===== src/rtl/muldiv_pkg.sv =====
// Shared types for the iterative multiply/divide sequencer: FSM state
// encoding, operation encoding and the iteration-counter width helper.
package muldiv_pkg;

  typedef enum logic [2:0] {
    IDLE  = 3'd0,
    MULT  = 3'd1,
    DIV   = 3'd2,
    FIXUP = 3'd3,
    DONE  = 3'd4
  } state_e;

  localparam logic OP_MULT = 1'b0;
  localparam logic OP_DIV  = 1'b1;

  // The counter must hold the value DATA_W itself, hence the extra bit.
  function automatic int cnt_width(input int data_w);
    return $clog2(data_w) + 1;
  endfunction

endpackage


===== src/rtl/muldiv_seq_if.sv =====
// Request/response bundle between the main control unit and the
// multiply/divide sequencer. MULDIV_UNSIGNED_EN adds the is_unsigned
// request qualifier (MULTU/DIVU).
interface muldiv_seq_if #(
  parameter int DATA_W = 32
);

  logic              start;
  logic              is_div;
  logic [DATA_W-1:0] op_a;
  logic [DATA_W-1:0] op_b;
`ifdef MULDIV_UNSIGNED_EN
  logic              is_unsigned;
`endif
  logic              busy;
  logic              done;
  logic              div0;
  logic              hi_lo_write;
  logic [DATA_W-1:0] hi;
  logic [DATA_W-1:0] lo;

  modport master (
    output start, is_div, op_a, op_b,
`ifdef MULDIV_UNSIGNED_EN
    output is_unsigned,
`endif
    input  busy, done, div0, hi_lo_write, hi, lo
  );

  modport slave (
    input  start, is_div, op_a, op_b,
`ifdef MULDIV_UNSIGNED_EN
    input  is_unsigned,
`endif
    output busy, done, div0, hi_lo_write, hi, lo
  );

endinterface


===== src/rtl/muldiv_div_step.sv =====
// One restoring-division step: shift the next dividend bit into the
// partial remainder and subtract the divisor if it fits.
module muldiv_div_step #(
  parameter int DATA_W = 32
) (
  input  logic [DATA_W-1:0] rem_in,
  input  logic [DATA_W-1:0] divisor,
  input  logic              bit_in,
  output logic [DATA_W-1:0] rem_out,
  output logic              q_bit
);

  logic [DATA_W:0] shifted;
  logic [DATA_W:0] diff;

  // rem_in < divisor always holds, so the extra bit is enough to tell
  // whether the trial subtraction went negative.
  always_comb begin
    shifted = {rem_in, bit_in};
    diff    = shifted - {1'b0, divisor};
    q_bit   = ~diff[DATA_W];
    rem_out = q_bit ? diff[DATA_W-1:0] : shifted[DATA_W-1:0];
  end

endmodule


===== src/rtl/muldiv_seq.sv =====
// Iterative multiply/divide sequencer feeding HI/LO.
// Optional build macro: MULDIV_UNSIGNED_EN (adds MULTU/DIVU support).
//
// state | meaning
// ------+--------------------------------------------------------------
// IDLE  | waiting for start; operands latched on accept
// MULT  | one Booth radix-2 step per cycle; last step writes HI/LO
// DIV   | one restoring-division step per cycle on magnitudes
// FIXUP | apply quotient/remainder signs, write HI/LO
// DONE  | done pulse (with div0 when the divisor was zero)
module muldiv_seq
  import muldiv_pkg::*;
#(
  parameter int DATA_W = 32
) (
  input  logic         clk,
  input  logic         reset,
  muldiv_seq_if.slave  bus
);

  localparam int               CNT_W    = cnt_width(DATA_W);
  localparam logic [CNT_W-1:0] CNT_LOAD = CNT_W'(DATA_W);
  localparam logic [CNT_W-1:0] CNT_ONE  = CNT_W'(1);

  state_e            state_q, state_d;
  logic [CNT_W-1:0]  cnt_q;
  // acc_q: Booth accumulator (one guard bit) or division partial remainder.
  // q_q:   multiplier shift register or dividend/quotient shift register.
  // m_q:   multiplicand or divisor magnitude.
  logic [DATA_W:0]   acc_q;
  logic [DATA_W-1:0] q_q;
  logic [DATA_W-1:0] m_q;
  logic              q1_q;
  logic              neg_quo_q;
  logic              neg_rem_q;
  logic              hi_lo_write_q;
  logic              div0_q;
  logic [DATA_W-1:0] hi_q;
  logic [DATA_W-1:0] lo_q;

  logic              busy;
  logic              done;
  logic              accept;
  logic              div_by_zero;
  logic              last_step;

  logic              start_uns;
  logic              uns;

`ifdef MULDIV_UNSIGNED_EN
  logic uns_q;

  assign start_uns = bus.is_unsigned;
  assign uns       = uns_q;

  // Operand signedness is held for the whole operation.
  always_ff @(posedge clk or posedge reset) begin
    if (reset) begin
      uns_q <= 1'b0;
    end else if (accept) begin
      uns_q <= bus.is_unsigned;
    end
  end
`else
  assign start_uns = 1'b0;
  assign uns       = 1'b0;
`endif

  logic              sign_a;
  logic              sign_b;
  logic [DATA_W-1:0] abs_a;
  logic [DATA_W-1:0] abs_b;

  // Magnitudes for division; the most-negative value maps to itself,
  // which is the correct unsigned magnitude.
  always_comb begin
    sign_a = ~start_uns & bus.op_a[DATA_W-1];
    sign_b = ~start_uns & bus.op_b[DATA_W-1];
    abs_a  = sign_a ? -bus.op_a : bus.op_a;
    abs_b  = sign_b ? -bus.op_b : bus.op_b;
  end

  logic [DATA_W:0]   m_ext;
  logic [DATA_W:0]   mul_sum;
  logic [DATA_W:0]   mul_acc_nxt;
  logic [DATA_W-1:0] mul_q_nxt;

  // Booth step (signed) or plain add-shift step (unsigned).
  always_comb begin
    m_ext   = uns ? {1'b0, m_q} : {m_q[DATA_W-1], m_q};
    mul_sum = acc_q;
    if (uns) begin
      if (q_q[0]) mul_sum = acc_q + m_ext;
    end else begin
      case ({q_q[0], q1_q})
        2'b01:   mul_sum = acc_q + m_ext;
        2'b10:   mul_sum = acc_q - m_ext;
        default: mul_sum = acc_q;
      endcase
    end
    mul_acc_nxt = {(uns ? 1'b0 : mul_sum[DATA_W]), mul_sum[DATA_W:1]};
    mul_q_nxt   = {mul_sum[0], q_q[DATA_W-1:1]};
  end

  logic [DATA_W-1:0] div_rem_nxt;
  logic              div_qbit;

  muldiv_div_step #(
    .DATA_W (DATA_W)
  ) u_div_step (
    .rem_in  (acc_q[DATA_W-1:0]),
    .divisor (m_q),
    .bit_in  (q_q[DATA_W-1]),
    .rem_out (div_rem_nxt),
    .q_bit   (div_qbit)
  );

  // State register.
  always_ff @(posedge clk or posedge reset) begin
    if (reset) state_q <= IDLE;
    else       state_q <= state_d;
  end

  // Next-state decode and state-derived outputs.
  always_comb begin
    state_d     = state_q;
    busy        = 1'b1;
    done        = 1'b0;
    accept      = 1'b0;
    div_by_zero = 1'b0;
    last_step   = (cnt_q == CNT_ONE);
    unique case (state_q)
      IDLE: begin
        busy = 1'b0;
        if (bus.start) begin
          if (bus.is_div == OP_DIV && bus.op_b == '0) begin
            div_by_zero = 1'b1;
            state_d     = DONE;
          end else begin
            accept  = 1'b1;
            state_d = (bus.is_div == OP_DIV) ? DIV : MULT;
          end
        end
      end
      MULT:    if (last_step) state_d = DONE;
      DIV:     if (last_step) state_d = FIXUP;
      FIXUP:   state_d = DONE;
      DONE: begin
        done    = 1'b1;
        state_d = IDLE;
      end
      default: state_d = IDLE;
    endcase
  end

  // Operand latching, iteration datapath, HI/LO and the result strobes.
  always_ff @(posedge clk or posedge reset) begin
    if (reset) begin
      cnt_q         <= '0;
      acc_q         <= '0;
      q_q           <= '0;
      m_q           <= '0;
      q1_q          <= 1'b0;
      neg_quo_q     <= 1'b0;
      neg_rem_q     <= 1'b0;
      hi_lo_write_q <= 1'b0;
      div0_q        <= 1'b0;
      hi_q          <= '0;
      lo_q          <= '0;
    end else begin
      hi_lo_write_q <= 1'b0;
      div0_q        <= div_by_zero;
      if (accept) begin
        cnt_q     <= CNT_LOAD;
        acc_q     <= '0;
        q1_q      <= 1'b0;
        neg_quo_q <= sign_a ^ sign_b;
        neg_rem_q <= sign_a;
        if (bus.is_div == OP_DIV) begin
          q_q <= abs_a;
          m_q <= abs_b;
        end else begin
          q_q <= bus.op_b;
          m_q <= bus.op_a;
        end
      end
      case (state_q)
        MULT: begin
          acc_q <= mul_acc_nxt;
          q_q   <= mul_q_nxt;
          q1_q  <= q_q[0];
          cnt_q <= cnt_q - CNT_ONE;
          if (last_step) begin
            hi_q          <= mul_acc_nxt[DATA_W-1:0];
            lo_q          <= mul_q_nxt;
            hi_lo_write_q <= 1'b1;
          end
        end
        DIV: begin
          acc_q <= {1'b0, div_rem_nxt};
          q_q   <= {q_q[DATA_W-2:0], div_qbit};
          cnt_q <= cnt_q - CNT_ONE;
        end
        FIXUP: begin
          lo_q          <= neg_quo_q ? -q_q : q_q;
          hi_q          <= neg_rem_q ? -acc_q[DATA_W-1:0] : acc_q[DATA_W-1:0];
          hi_lo_write_q <= 1'b1;
        end
        default: ;
      endcase
    end
  end

  assign bus.busy        = busy;
  assign bus.done        = done;
  assign bus.div0        = div0_q;
  assign bus.hi_lo_write = hi_lo_write_q;
  assign bus.hi          = hi_q;
  assign bus.lo          = lo_q;

endmodule

===== src/flat_wrapper.sv =====
// flat-port wrapper written by rule: the top's interface ports become plain ports
module muldiv_seq_flat import muldiv_pkg::*;
#(
  parameter int DATA_W = 32
)
  (clk, reset, bus_start, bus_is_div, bus_op_a, bus_op_b, bus_busy, bus_done, bus_div0, bus_hi_lo_write, bus_hi, bus_lo);
  muldiv_seq_if #(.DATA_W(DATA_W)) bus_i ();
  input  logic clk;
  input  logic reset;
  input wire logic [$bits(bus_i.start)-1:0] bus_start;
  input wire logic [$bits(bus_i.is_div)-1:0] bus_is_div;
  input wire logic [$bits(bus_i.op_a)-1:0] bus_op_a;
  input wire logic [$bits(bus_i.op_b)-1:0] bus_op_b;
  output wire logic [$bits(bus_i.busy)-1:0] bus_busy;
  output wire logic [$bits(bus_i.done)-1:0] bus_done;
  output wire logic [$bits(bus_i.div0)-1:0] bus_div0;
  output wire logic [$bits(bus_i.hi_lo_write)-1:0] bus_hi_lo_write;
  output wire logic [$bits(bus_i.hi)-1:0] bus_hi;
  output wire logic [$bits(bus_i.lo)-1:0] bus_lo;
  assign bus_i.start = bus_start;
  assign bus_i.is_div = bus_is_div;
  assign bus_i.op_a = bus_op_a;
  assign bus_i.op_b = bus_op_b;
  assign bus_busy = bus_i.busy;
  assign bus_done = bus_i.done;
  assign bus_div0 = bus_i.div0;
  assign bus_hi_lo_write = bus_i.hi_lo_write;
  assign bus_hi = bus_i.hi;
  assign bus_lo = bus_i.lo;
  muldiv_seq #(.DATA_W(DATA_W)) u_core (.clk(clk), .reset(reset), .bus(bus_i));
endmodule

===== config.mk =====
export PLATFORM = sky130hd
export DESIGN_NAME = muldiv_seq_flat
export DESIGN_NICKNAME = d
export VERILOG_FILES = /design/src/rtl/muldiv_pkg.sv /design/src/rtl/muldiv_seq_if.sv /design/src/rtl/muldiv_div_step.sv /design/src/rtl/muldiv_seq.sv /design/src/flat_wrapper.sv
export SDC_FILE = /design/constraint.sdc
export NUM_CORES = 1
export LEC_CHECK = 0
export ABC_CLOCK_PERIOD_IN_PS = 6120
export CORE_MARGIN = 2
export CORE_UTILIZATION = 54
export CTS_BUF_LIST = sky130_fd_sc_hd__clkbuf_16
export CTS_CLUSTER_DIAMETER = 30
export CTS_CLUSTER_SIZE = 10
export DETAILED_ROUTE_END_ITERATION = 10
export PLACE_DENSITY = 0.78
export SETUP_SLACK_MARGIN = 0.5
export SLEW_MARGIN = 20
export SYNTH_ARGS = -nofsm -noshare
export SYNTH_HDL_FRONTEND = slang
export SYNTH_SLANG_ARGS = --single-unit

===== constraint.sdc =====
create_clock -name clk -period 6.12 [get_ports clk]
set_input_delay 1.224 -clock clk [delete_from_list [all_inputs] [get_ports clk]]
set_output_delay 1.224 -clock clk [all_outputs]
set_load 0.01 [all_outputs]

==> run summary <==
STATUS
-----------------------------------------------------------------------------------------------------
Result of the run                                                                           completed

LOGIC SYNTHESIS
-----------------------------------------------------------------------------------------------------
Number of storage elements in the synthesis netlist                                               175
Largest family of logic cells by synthesized area                                        compound AO/OA/AOI/OAI gates
Post-Syn Area per Cell                                                                      7.65 um^2
Cell taking the most area after synthesis                                                sky130_fd_sc_hd__dfrtp_1
Multiplexer share of the synthesized area                                                      0.0166
Synthesized net count                                                                            2138
Top-area cell type share of the netlist area                                                    0.287
Post-synthesis compound-gate area fraction                                                      0.275
Register area share after synthesis                                                             0.287
Post-synthesis share of cell area spent on full adders, half adders and majority gates         0.0616
Count of mapped cells out of synthesis                                                           1996
Post-synthesis share of cell area spent on xor and xnor gates                                   0.116
Fraction of synthesis flops using an asynchronous set or reset pin                               1.00
Cell Area, Synth                                                                           15300 um^2
Cell types occupying the most area after synthesis                                       sky130_fd_sc_hd__dfrtp_1 29%, sky130_fd_sc_hd__xnor2_1 6.7%, sky130_fd_sc_hd__nand2_1 6.3%
Primary FF master, synth                                                                 sky130_fd_sc_hd__dfrtp_1
Simple-gate portion of the synthesized area                                                     0.191
Number of synthesized flops with an enable pin                                                      0
Yosys warning count                                                                                 0
Number of unique standard cell types used by synthesis                                             74

FLOORPLAN
-----------------------------------------------------------------------------------------------------
Starting density of the core                                                                    0.549
Row cnt                                                                                            61
Core Region                                                                                27800 um^2
Area enclosed by the die boundary                                                          29600 um^2
Top-level I/O count                                                                               136
Die Span X                                                                                     172 um
Die boundary height                                                                            172 um

SETUP PATH
-----------------------------------------------------------------------------------------------------
Worst path slowest cell                                                                  sky130_fd_sc_hd__nor4_1
Arrival time at the worst endpoint                                                            5.33 ns
Largest fanout of any net on the critical path                                                      7
Critical path buffers and inverters                                                                 0
Kind of capture point of the worst setup path                                                    flop
Data required time of the critical path                                                       6.41 ns
Count of cell instances traversed by the critical path                                             15
Startpoint-to-endpoint class of the critical path                                          reg -> reg
Category of the worst setup path launch point                                                    flop
Cell family with the largest share of critical-path delay                                compound AO/OA/AOI/OAI gates
Number of cells on the worst reg-to-reg path                                                       15
Cell repeated most along the worst path                                                  sky130_fd_sc_hd__xnor2_1
Longest individual stage delay on the worst path                                              0.63 ns
Worst-path cell chain                                                                    nor4_1 > and4_1 > and2_1 > a41oi_1 > xnor2_1 > ha_1 > a21oi_1 > o211ai_1 > a221oi_1 > o22ai_1 > o31ai_1 > a211oi_1 > nor3_1 > xnor2_1 > o221ai_1

CLOCK TREE
-----------------------------------------------------------------------------------------------------
Clock tree from TritonCTS                                                                        done
Number of buffers on the longest clock path                                                         2
Max H-tree Level                                                                                    4
Post-CTS resize count                                                                               0
Number of clock buffers inserted by TritonCTS                                                      17
Clk Latency, worst-skew pair                                                                  0.45 ns
Clock slew seen by the registers of the worst setup and hold paths                            0.08 ns
Clock Sinks                                                                                       175
Post-CTS Repair Setup Buffers                                                                       0
CTS Hold Bufs                                                                                       0
Root cell of the clock tree                                                              sky130_fd_sc_hd__clkbuf_16

STA
-----------------------------------------------------------------------------------------------------
Tightest Pin Transition                                                                       1.14 ns
Time the worst path needs with I/O delays and setup                                           5.04 ns
Unrepaired setup endpoints after global routing                                                 false
Highest attainable clock frequency                                                          0.198 GHz
Hold Fails Final Rpt                                                                                0
Final period util                                                                               0.824
Final-report setup violation count                                                                  0
Clock skew                                                                                  0.0162 ns
Setup TNS                                                                                        0 ns
Slew Limit Fails                                                                                    0
Final critical-path setup slack                                                               1.08 ns
Worst slew margin relative to its limit                                                         0.239

LAYOUT
-----------------------------------------------------------------------------------------------------
Number of antenna repair diodes                                                                     0
Layout Area Growth over Synthesis                                                               13.3%
Number of nets in the layout                                                                     2172
Filler-free cell count of the finished design                                                    2420
Fraction of final layout cells with drive strength greater than 1                              0.0392
Fill count                                                                                       2503

DETAILED ROUTING
-----------------------------------------------------------------------------------------------------
First drt pass iteration count                                                                      7
Post-DR wirelength/cell                                                                       20.9 um
Iteration-0 DRC count of the detailed router                                                     1658
Via/cell ratio                                                                                   6.46
Final antenna-violating net count                                                                   0
Number of vias after detailed routing                                                           15600
Drt total wl                                                                                 50500 um
Residual DRC count                                                                                  0

PLACE
-----------------------------------------------------------------------------------------------------
DP Cell Count                                                                                    2389
Last weighted congestion value of the routability-driven placer                                 0.981
Post-detailed-placement half-perimeter wirelength                                            38000 um
Worst-case setup slack after placement                                                       0.832 ns
Input/output buffers                                                                              135

GLOBAL ROUTING
-----------------------------------------------------------------------------------------------------
Pin count of the biggest net entering global routing                                              176
Global-route wire length before repair                                                       79400 um
Vias in the first global route                                                                  14400
Total congestion overflow after global routing                                                      0
Initial antenna violation count                                                                     1
Total GRT Usage                                                                                 0.345

HOLD PATH
-----------------------------------------------------------------------------------------------------
Cell count of the worst hold path                                                                   2
Type of the most critical hold path                                                        reg -> reg

FLOW RUN
-----------------------------------------------------------------------------------------------------
Max cap viols                                                                                       0

## metrics by stage
step | instance area, um^2 | util | hold slack (ns)
6_report | 17300 | 0.623 | 0.503
5_1_grt | 17300 | 0.623 | 0.522
4_1_cts | 17300 | 0.623 | 0.503
3_5_place_dp | 16700 | 0.602 | 0.484
3_3_place_gp | 16700 | 0.602 | 0.468
2_1_floorplan | 15300 | - | 0.450
## cells in the final DEF, fill, tap and decap left out, types with 24 or more instances in the layout
cell type	netlist	routed
sky130_fd_sc_hd__clkdlybuf4s50_1	0	133
sky130_fd_sc_hd__or3_1	32	32
sky130_fd_sc_hd__o31ai_1	37	37
sky130_fd_sc_hd__nand3_1	24	24
sky130_fd_sc_hd__xor2_1	87	86
sky130_fd_sc_hd__nor2_1	204	202
sky130_fd_sc_hd__a21oi_1	164	164
sky130_fd_sc_hd__nand2_1	256	255
sky130_fd_sc_hd__a21o_1	28	28
sky130_fd_sc_hd__a31oi_1	65	65
sky130_fd_sc_hd__inv_1	63	63
sky130_fd_sc_hd__ha_1	72	72
sky130_fd_sc_hd__dfrtp_1	175	175
sky130_fd_sc_hd__xnor2_1	116	116
sky130_fd_sc_hd__o21ai_0	185	185
sky130_fd_sc_hd__a22oi_1	25	25
## logic make-up (layout without fill, tap and decap cells)
family,count (synthesis),count (layout)
AOI/OAI and AO/OA,670,670
adders and majority gates,74,74
muxes,25,25
DFF,175,175
xor gates and xnor gates,203,203
and+or+nand+nor,646,646
buffers and inverters,203,249
## state kept, by name, summed over array words and instances (netlist names)
signal	cells
u_core.q_q	32
u_core.bus.div0	1
u_core.q1_q	1
u_core.neg_rem_q	1
u_core.neg_quo_q	1
u_core.bus.hi	32
u_core.state_q	3
u_core.acc_q	33
u_core.bus.hi_lo_write	1
u_core.bus.lo	32
u_core.cnt_q	6
u_core.m_q	32
## routing by layer
layer | vias to the layer above | wire [um] | global-route usage
met5 | - | 0 | 0
met4 | 0 | 1330 | 0.112
met3 | 107 | 5400 | 0.0705
met2 | 858 | 22000 | 0.521
met1 | 7418 | 21800 | 0.494
li1 | 7245 | - | -
## tightest hold or removal path, delay by kind of cell (launching register included)
family,cells,cell delay [ns]
compound gates,2,0.12
flops,1,0.35
## Yosys cell counts (5+ instances only)
library cell               number
sky130_fd_sc_hd__a211oi_1      23
sky130_fd_sc_hd__a21boi_0       5
sky130_fd_sc_hd__a21o_1        28
sky130_fd_sc_hd__a21oi_1      164
sky130_fd_sc_hd__a221oi_1      17
sky130_fd_sc_hd__a222oi_1      13
sky130_fd_sc_hd__a22oi_1       25
sky130_fd_sc_hd__a31oi_1       65
sky130_fd_sc_hd__a41oi_1        6
sky130_fd_sc_hd__and2_1         8
sky130_fd_sc_hd__and3_1        13
sky130_fd_sc_hd__buf_1          8
sky130_fd_sc_hd__buf_2         11
sky130_fd_sc_hd__clkbuf_1     113
sky130_fd_sc_hd__dfrtp_1      175
sky130_fd_sc_hd__ha_1          72
sky130_fd_sc_hd__inv_1         63
sky130_fd_sc_hd__mux2i_1       22
sky130_fd_sc_hd__nand2_1      256
sky130_fd_sc_hd__nand2b_1      15
sky130_fd_sc_hd__nand3_1       24
sky130_fd_sc_hd__nand4_1        7
sky130_fd_sc_hd__nor2_1       204
sky130_fd_sc_hd__nor2b_1        7
sky130_fd_sc_hd__nor3_1        22
sky130_fd_sc_hd__nor3b_1        7
sky130_fd_sc_hd__nor4_1        12
sky130_fd_sc_hd__o211ai_1      11
sky130_fd_sc_hd__o21a_1         8
sky130_fd_sc_hd__o21ai_0      185
sky130_fd_sc_hd__o21bai_1      10
sky130_fd_sc_hd__o221ai_1      11
sky130_fd_sc_hd__o22a_1         5
sky130_fd_sc_hd__o22ai_1       14
sky130_fd_sc_hd__o31ai_1       37
sky130_fd_sc_hd__o41ai_1       14
sky130_fd_sc_hd__or2_2          9
sky130_fd_sc_hd__or3_1         32
sky130_fd_sc_hd__or4_1         13
sky130_fd_sc_hd__xnor2_1      116
sky130_fd_sc_hd__xor2_1        87
## path summary, 6_finish.rpt
path	endpoint	from	slack (ns)
setup / recovery	u_core.acc_q[31]	u_core.m_q[5]	1.08
hold / removal	u_core.cnt_q[4]	u_core.cnt_q[4]	0.50
setup reg to reg	u_core.acc_q[31]	u_core.m_q[5]	1.08
hold reg to reg	u_core.cnt_q[4]	u_core.cnt_q[4]	0.50
max in group asynchronous	u_core.m_q[15]	reset	3.96
min in group asynchronous	u_core.bus.hi_lo_write	reset	1.38
## cell type report
cell class	count	area [um^2]	share of cell area
multi-input combinational	1618	10100	0.585
sequential	175	4380	0.253
timing repair buffer	154	1510	0.0872
tap	378	473	0.0273
clock buffer	17	425	0.0246
inverter	64	244	0.0141
clock inverter	14	153	0.00882
Power is not shown: default switching activity piles up to over one toggle a cycle in this logic, so the estimate is an artifact.
